File: src/rtl/muldiv_unit.sv
// Iterative RV32M multiply/divide unit with start/busy/done handshake and reg_file write port.
// Define MULDIV_FAST_MUL_EN to use a single-cycle combinational multiplier for MUL* ops.
module muldiv_unit #(
  parameter int DATA_WIDTH = 32
) (
  input  logic                  clk,
  input  logic                  reset,
  input  logic                  start,
  input  logic [2:0]            op,
  input  logic [DATA_WIDTH-1:0] rs1_data,
  input  logic [DATA_WIDTH-1:0] rs2_data,
  input  logic [4:0]            rd_in,
  output logic                  busy,
  output logic                  done,
  output logic [DATA_WIDTH-1:0] result,
  output logic                  wr_en,
  output logic [4:0]            wr_addr
);
  localparam int N  = DATA_WIDTH;
  localparam int CW = $clog2(DATA_WIDTH);

  localparam logic [2:0] OP_MUL    = 3'd0;
  localparam logic [2:0] OP_MULH   = 3'd1;
  localparam logic [2:0] OP_MULHSU = 3'd2;
  localparam logic [2:0] OP_DIV    = 3'd4;
  localparam logic [2:0] OP_REM    = 3'd6;

  typedef enum logic [1:0] {S_IDLE, S_CALC, S_DONE} state_t;

  state_t         state_q, state_d;
  logic           busy_q, busy_d;
  logic           done_q, done_d;
  logic           wr_en_q, wr_en_d;
  logic [N-1:0]   result_q, result_d;
  logic [4:0]     wr_addr_q, wr_addr_d;
  logic [2:0]     op_q, op_d;
  logic           a_neg_q, a_neg_d;
  logic           b_neg_q, b_neg_d;
  logic [N-1:0]   opnd_q, opnd_d;
  logic [N-1:0]   hi_q, hi_d;
  logic [N-1:0]   lo_q, lo_d;
  logic [CW-1:0]  cnt_q, cnt_d;

  // Issue-time decode of the raw request
  logic         in_div, in_a_sgn, in_b_sgn, in_a_neg, in_b_neg;
  logic         in_div0, in_ovf, in_special;
  logic [N-1:0] in_a_mag, in_b_mag, special_res;

  assign in_div     = op[2];
  assign in_a_sgn   = (op == OP_MULH) || (op == OP_MULHSU) || (op == OP_DIV) || (op == OP_REM);
  assign in_b_sgn   = (op == OP_MULH) || (op == OP_DIV) || (op == OP_REM);
  assign in_a_neg   = in_a_sgn && rs1_data[N-1];
  assign in_b_neg   = in_b_sgn && rs2_data[N-1];
  assign in_a_mag   = in_a_neg ? (~rs1_data + 1'b1) : rs1_data;
  assign in_b_mag   = in_b_neg ? (~rs2_data + 1'b1) : rs2_data;
  assign in_div0    = in_div && (rs2_data == '0);
  assign in_ovf     = ((op == OP_DIV) || (op == OP_REM)) &&
                      (rs1_data == {1'b1, {(N-1){1'b0}}}) && (rs2_data == '1);
  assign in_special = in_div0 || in_ovf;
  // op[1] distinguishes REM/REMU from DIV/DIVU
  assign special_res = in_div0 ? (op[1] ? rs1_data : '1)
                               : (op[1] ? '0 : rs1_data);

`ifdef MULDIV_FAST_MUL_EN
  logic [2*N-1:0] fm_a, fm_b, fm_prod;
  logic [N-1:0]   fast_res;
  assign fm_a     = {{N{in_a_neg}}, rs1_data};
  assign fm_b     = {{N{in_b_neg}}, rs2_data};
  assign fm_prod  = fm_a * fm_b;
  assign fast_res = (op == OP_MUL) ? fm_prod[N-1:0] : fm_prod[2*N-1:N];
`endif

  // Multiply step: hi accumulates, lo holds the remaining multiplier bits
  logic [N:0]   mul_sum;
  logic [N-1:0] mul_hi, mul_lo;
  assign mul_sum = {1'b0, hi_q} + (lo_q[0] ? {1'b0, opnd_q} : '0);
  assign mul_hi  = mul_sum[N:1];
  assign mul_lo  = {mul_sum[0], lo_q[N-1:1]};

  // Restoring divide step: hi is the partial remainder, lo shifts dividend out / quotient in
  logic [N:0]   div_shift, div_diff;
  logic         div_ge;
  logic [N-1:0] div_hi, div_lo;
  assign div_shift = {hi_q, lo_q[N-1]};
  assign div_diff  = div_shift - {1'b0, opnd_q};
  assign div_ge    = ~div_diff[N];
  assign div_hi    = div_ge ? div_diff[N-1:0] : div_shift[N-1:0];
  assign div_lo    = {lo_q[N-2:0], div_ge};

  logic [N-1:0]   step_hi, step_lo, quo_s, rem_s, final_res;
  logic [2*N-1:0] prod_s;
  assign step_hi = op_q[2] ? div_hi : mul_hi;
  assign step_lo = op_q[2] ? div_lo : mul_lo;
  assign prod_s  = (a_neg_q ^ b_neg_q) ? (~{step_hi, step_lo} + 1'b1) : {step_hi, step_lo};
  assign quo_s   = (a_neg_q ^ b_neg_q) ? (~step_lo + 1'b1) : step_lo;
  assign rem_s   = a_neg_q ? (~step_hi + 1'b1) : step_hi;

  always_comb begin
    case (op_q)
      OP_MUL:        final_res = prod_s[N-1:0];
      3'd1, 3'd2, 3'd3: final_res = prod_s[2*N-1:N];
      3'd4, 3'd5:    final_res = quo_s;
      default:       final_res = rem_s;
    endcase
  end

  always_comb begin
    state_d   = state_q;
    done_d    = 1'b0;
    wr_en_d   = 1'b0;
    result_d  = '0;
    wr_addr_d = wr_addr_q;
    op_d      = op_q;
    a_neg_d   = a_neg_q;
    b_neg_d   = b_neg_q;
    opnd_d    = opnd_q;
    hi_d      = hi_q;
    lo_d      = lo_q;
    cnt_d     = cnt_q;
    case (state_q)
      S_IDLE: begin
        if (start) begin
          op_d      = op;
          wr_addr_d = rd_in;
          a_neg_d   = in_a_neg;
          b_neg_d   = in_b_neg;
          cnt_d     = '0;
          hi_d      = '0;
          lo_d      = in_div ? in_a_mag : in_b_mag;
          opnd_d    = in_div ? in_b_mag : in_a_mag;
          if (in_special) begin
            state_d  = S_DONE;
            done_d   = 1'b1;
            wr_en_d  = (rd_in != 5'd0);
            result_d = special_res;
`ifdef MULDIV_FAST_MUL_EN
          end else if (!in_div) begin
            state_d  = S_DONE;
            done_d   = 1'b1;
            wr_en_d  = (rd_in != 5'd0);
            result_d = fast_res;
`endif
          end else begin
            state_d = S_CALC;
          end
        end
      end
      S_CALC: begin
        hi_d  = step_hi;
        lo_d  = step_lo;
        cnt_d = cnt_q + 1'b1;
        if (cnt_q == CW'(N-1)) begin
          state_d  = S_DONE;
          done_d   = 1'b1;
          wr_en_d  = (wr_addr_q != 5'd0);
          result_d = final_res;
        end
      end
      default: state_d = S_IDLE;
    endcase
    busy_d = (state_d != S_IDLE);
  end

  always_ff @(posedge clk) begin
    if (reset) begin
      state_q   <= S_IDLE;
      busy_q    <= 1'b0;
      done_q    <= 1'b0;
      wr_en_q   <= 1'b0;
      result_q  <= '0;
      wr_addr_q <= '0;
      op_q      <= '0;
      a_neg_q   <= 1'b0;
      b_neg_q   <= 1'b0;
      opnd_q    <= '0;
      hi_q      <= '0;
      lo_q      <= '0;
      cnt_q     <= '0;
    end else begin
      state_q   <= state_d;
      busy_q    <= busy_d;
      done_q    <= done_d;
      wr_en_q   <= wr_en_d;
      result_q  <= result_d;
      wr_addr_q <= wr_addr_d;
      op_q      <= op_d;
      a_neg_q   <= a_neg_d;
      b_neg_q   <= b_neg_d;
      opnd_q    <= opnd_d;
      hi_q      <= hi_d;
      lo_q      <= lo_d;
      cnt_q     <= cnt_d;
    end
  end

  assign busy    = busy_q;
  assign done    = done_q;
  assign wr_en   = wr_en_q;
  assign result  = result_q;
  assign wr_addr = wr_addr_q;
endmodule

File: config.mk
export PLATFORM = sky130hd
export DESIGN_NAME = muldiv_unit
export DESIGN_NICKNAME = d
export VERILOG_FILES = /design/src/rtl/muldiv_unit.sv
export SDC_FILE = /design/constraint.sdc
export NUM_CORES = 1
export LEC_CHECK = 0
export CORE_ASPECT_RATIO = 0.75
export CORE_MARGIN = 1.5
export CORE_UTILIZATION = 50
export CTS_CLUSTER_DIAMETER = 100
export DETAILED_ROUTE_END_ITERATION = 6
export GPL_TIMING_DRIVEN = 0
export HOLD_SLACK_MARGIN = 0.06
export PLACE_DENSITY = 0.7
export SETUP_SLACK_MARGIN = 0.2
export SLEW_MARGIN = 20
export SYNTH_ARGS = -nofsm -noshare
export SYNTH_HDL_FRONTEND = slang
export SYNTH_SLANG_ARGS = --single-unit
export TNS_END_PERCENT = 10
File: constraint.sdc
create_clock -name clk -period 7.6 [get_ports clk]
set_input_delay 1.52 -clock clk [delete_from_list [all_inputs] [get_ports clk]]
set_output_delay 1.52 -clock clk [all_outputs]
set_load 0.01 [all_outputs]
==> flow_summary.yaml, run 1 <==
timing:
  finalClockSkew_ns: 0.0103
  setup_viol: 0
  final_max_slew_viol_count: 0
  clock.fmax_mhz: 136
  hold_ws_ns: 0.478
  rsz0062_at_grt: "no"
  hold_violations: 0
  worst-slew-pin-transition_ns: 1.25
  min_period_ns: 7.36
  slew_headroom_pct: 16.2
  finalCritPeriodShare_pct: 96.8
placed_design:
  dp_hpwl_um: 66300
  port_buffers: 112
  place.gp.congestion: 1.12
setup_path:
  r2r_start: "op_q[2]$_SDFFE_PP0P_"
  required_ns: 7.94
  slowest_delay_ns: 0.68
  cp_max_fo: 19
  path_cells: "buf_2, clkbuf_4, clkbuf_2, buf_2, buf_2, clkdlybuf4s15_2, o21ai_0, inv_1, ha_1, nand2_1, a2111oi_0, o32ai_2, nor3_4, nand2_1, o21ai_0, mux2_2, a221oi_1, o22ai_1"
  regToRegSetupSlack_ns: 0.24
  r2r_cells: 18
  reg2reg_to: "result[20]$_SDFF_PP0_"
  cp.depth: 18
  crit_arrival_ns: 7.70
  cp-startpoint: "op_q[2]$_SDFFE_PP0P_"
  cp_top_family: "buffers and inverters"
  cp-endpoint: "result[20]$_SDFF_PP0_"
  end_kind: "flip-flop"
  path_class: "reg -> reg"
  worst-path-buf-inv: 7
  start_kind: "flip-flop"
  cp_common_cell: "buf_2"
  slowest_stage: "a2111oi_0"
floorplanning:
  ioPinCount: 115
  coreArea_sq_um: 31300
  rows: 56
  die_x_um: 209
  start_util_pct: 50.9
  fp.dieH_um: 158
  dieArea_sq_um: 32900
status:
  status: "complete, but fails checks"
  failed_checks: "design-rule violations"
pwr:
  power_density_nw_per_um2: 170
  p_leak_nw: 6.64
  vdd_drop_max_mv: 0.187
job:
  cap_violations: 0
final_layout:
  layout_common_cells: "247 x nor2_1, 239 x nand2_1, 210 x a21oi_1"
  final_nets: 2545
  antenna_cells: 0
  syn_to_final_growth_pct: 14.3
  layout_commonest_cell: "nor2_1"
  final_util_pct: 58.1
  drive_above_1_share_pct: 5.89
clocking:
  root_buffer: "clkbuf_16"
  clock-sinks: 148
  clockBufferDepth: 2
  clkTransAtPathRegs_ns: 0.07
  cts_max_level: 4
  cts_tree: "yes"
  cts_made_buffers: 17
  clkLatencyLatePin_ns: 0.48
detailed_routing:
  drc: 3
  vias_per_cell: 7.01
  drt_wl_total_um: 80300
  post_drt_wl_per_cell_um: 28.5
  vias: 19700
  ant_nets: 0
  drt_first_pass_iters: 7
  first_iter_violations: 3450
grt:
  grt_antenna_before_repair: 3
  grt_start_max_net_pins: 20
  gr-total-overflow: 0
  grt_pass1_vias: 17200
  grt_usage_pct: 47.6
  grt_pass1_wl_um: 115000
logic_synthesis:
  synth_cells: 2267
  ys.flop_type: "dfxtp_1"
  syn_area_sq_um: 15900
  async_flop_share_pct: 0
  ys_ff_latch: 148
  syn_area_per_cell_sq_um: 7.03
  ys_warn_count: 0
  yosysUniqueCellTypes: 102
  ys_seq_area_share_pct: 18.6
  synth-edff-count: 0
  synthesis.nets: 2415
hold_path:
  hp-class: "reg -> reg"
  hold_start: "wr_addr[4]$_SDFFE_PP0P_"
[worst min-delay path: cells and delay by family (launching register included)]
family             cells  cell delay [ns]
AOI/OAI and AO/OA      1             0.05
DFF                    1             0.32
and+or+nand+nor        1             0.06
[Yosys cell counts (16+ instances only)]
master	number	area share (%)
and2_1	52	2.0
xor2_1	66	3.6
inv_1	69	1.6
xnor2_1	93	5.1
or4_1	16	0.75
o21a_1	22	1.0
nand2_1	239	5.6
o21ai_0	169	5.3
mux2_2	21	1.5
nand4_1	34	1.3
or3_1	25	0.98
buf_1	22	0.52
dfxtp_1	148	19
nor2_1	247	5.8
ha_1	71	5.6
o211ai_1	59	2.8
and3_1	16	0.63
o31ai_1	23	1.1
a22oi_1	38	1.8
o22ai_1	16	0.63
nand2b_1	21	0.82
buf_2	27	0.85
clkbuf_1	89	2.1
a221oi_1	18	0.99
nand3_1	27	0.85
nor3_1	68	2.1
a21o_1	21	0.99
a211oi_1	36	1.7
a21oi_1	210	6.6
mux2i_1	37	2.3
a31oi_1	32	1.3
[cell families (layout without fill, tap and decap cells)]
group | after synthesis | after routing | share of synthesized area, %
flip-flops | 148 | 148 | 18.6
AND/OR/NAND/NOR | 825 | 825 | 25.0
adder cells (fa/ha/maj) | 73 | 73 | 5.83
buffers and inverters | 213 | 356 | 5.40
multiplexers | 58 | 58 | 3.81
AO/OA/AOI/OAI | 791 | 791 | 32.6
XOR/XNOR | 159 | 159 | 8.74
[state kept, by name (all words and copies together) (netlist names), 2 cells and up]
name     flops
cnt_q        5
hi_q        32
lo_q        32
op_q         3
opnd_q      32
result      32
state_q      2
wr_addr      5
[timing repair]
action,CTS,global route
pin swaps,0,1
gates cloned,0,0
setup endpoints to repair,14,2
hold buffers,0,0
resized for setup,4,6
setup buffers,0,1
[layer usage]
metal	part of all wire [%]	wire, um	GRT usage [%]	vias up
met3	19	15500	26.0	207
met4	3.6	2920	14.4	9
met2	35	28100	59.2	1612
met1	42	33700	67.5	9274
li1	-	-	-	8643
met5	0.093	75	0	-
[worst min-delay path by stage]
stage                                   end  slack [ns]  cells after the start
finish              wr_addr[4]$_SDFFE_PP0P_        0.48                      2
global route        wr_addr[0]$_SDFFE_PP0P_        0.50                      2
CTS                 wr_addr[4]$_SDFFE_PP0P_        0.48                      2
detailed placement  wr_addr[4]$_SDFFE_PP0P_        0.47                      2
global placement    wr_addr[1]$_SDFFE_PP0P_        0.46                      2
floorplan           opnd_q[10]$_SDFFE_PP0P_        0.44                      2
[per-stage QoR]
stage / TNS [ns] / total power, mW / worst slack [ns] / area [sq um] / cells
finish: 0 / 3.10 / 0.240 / 18200 / 2816
global route: 0 / 3.16 / 0.217 / 18200 / 2816
CTS: 0 / 2.98 / 0.366 / 18200 / 2814
detailed placement: -8.29 / 2.10 / -1.33 / 17600 / 2785
global placement: -7.08 / 2.09 / -1.22 / 17600 / 2785
floorplan: 0 / 1.63 / 2.08 / 15900 / 2267
[report_power, final]
part           total (mW)  internal [mW]  switching [mW]
registers           0.868          0.812          0.0566
logic                1.32          0.407           0.916
clock network       0.904          0.493           0.412
total                3.10           1.71            1.38
[layout make-up]
type | count | area [sq um]
fill | 2985 | 13100
clock inverter | 14 | 166
clock buffer | 18 | 429
multi-input combinational | 1906 | 12100
sequential | 148 | 2960
inverter | 69 | 259
tap | 406 | 508
timing repair buffer | 114 | 1130
buffer | 141 | 602
Note: power is estimated with default switching activity, not from simulation.
==> run 2: changes to the inputs <==
- CAP_MARGIN: default -> 20
==> results of run 2 <==
The final DEF is identical to that of run 1; final timing and power are the same.
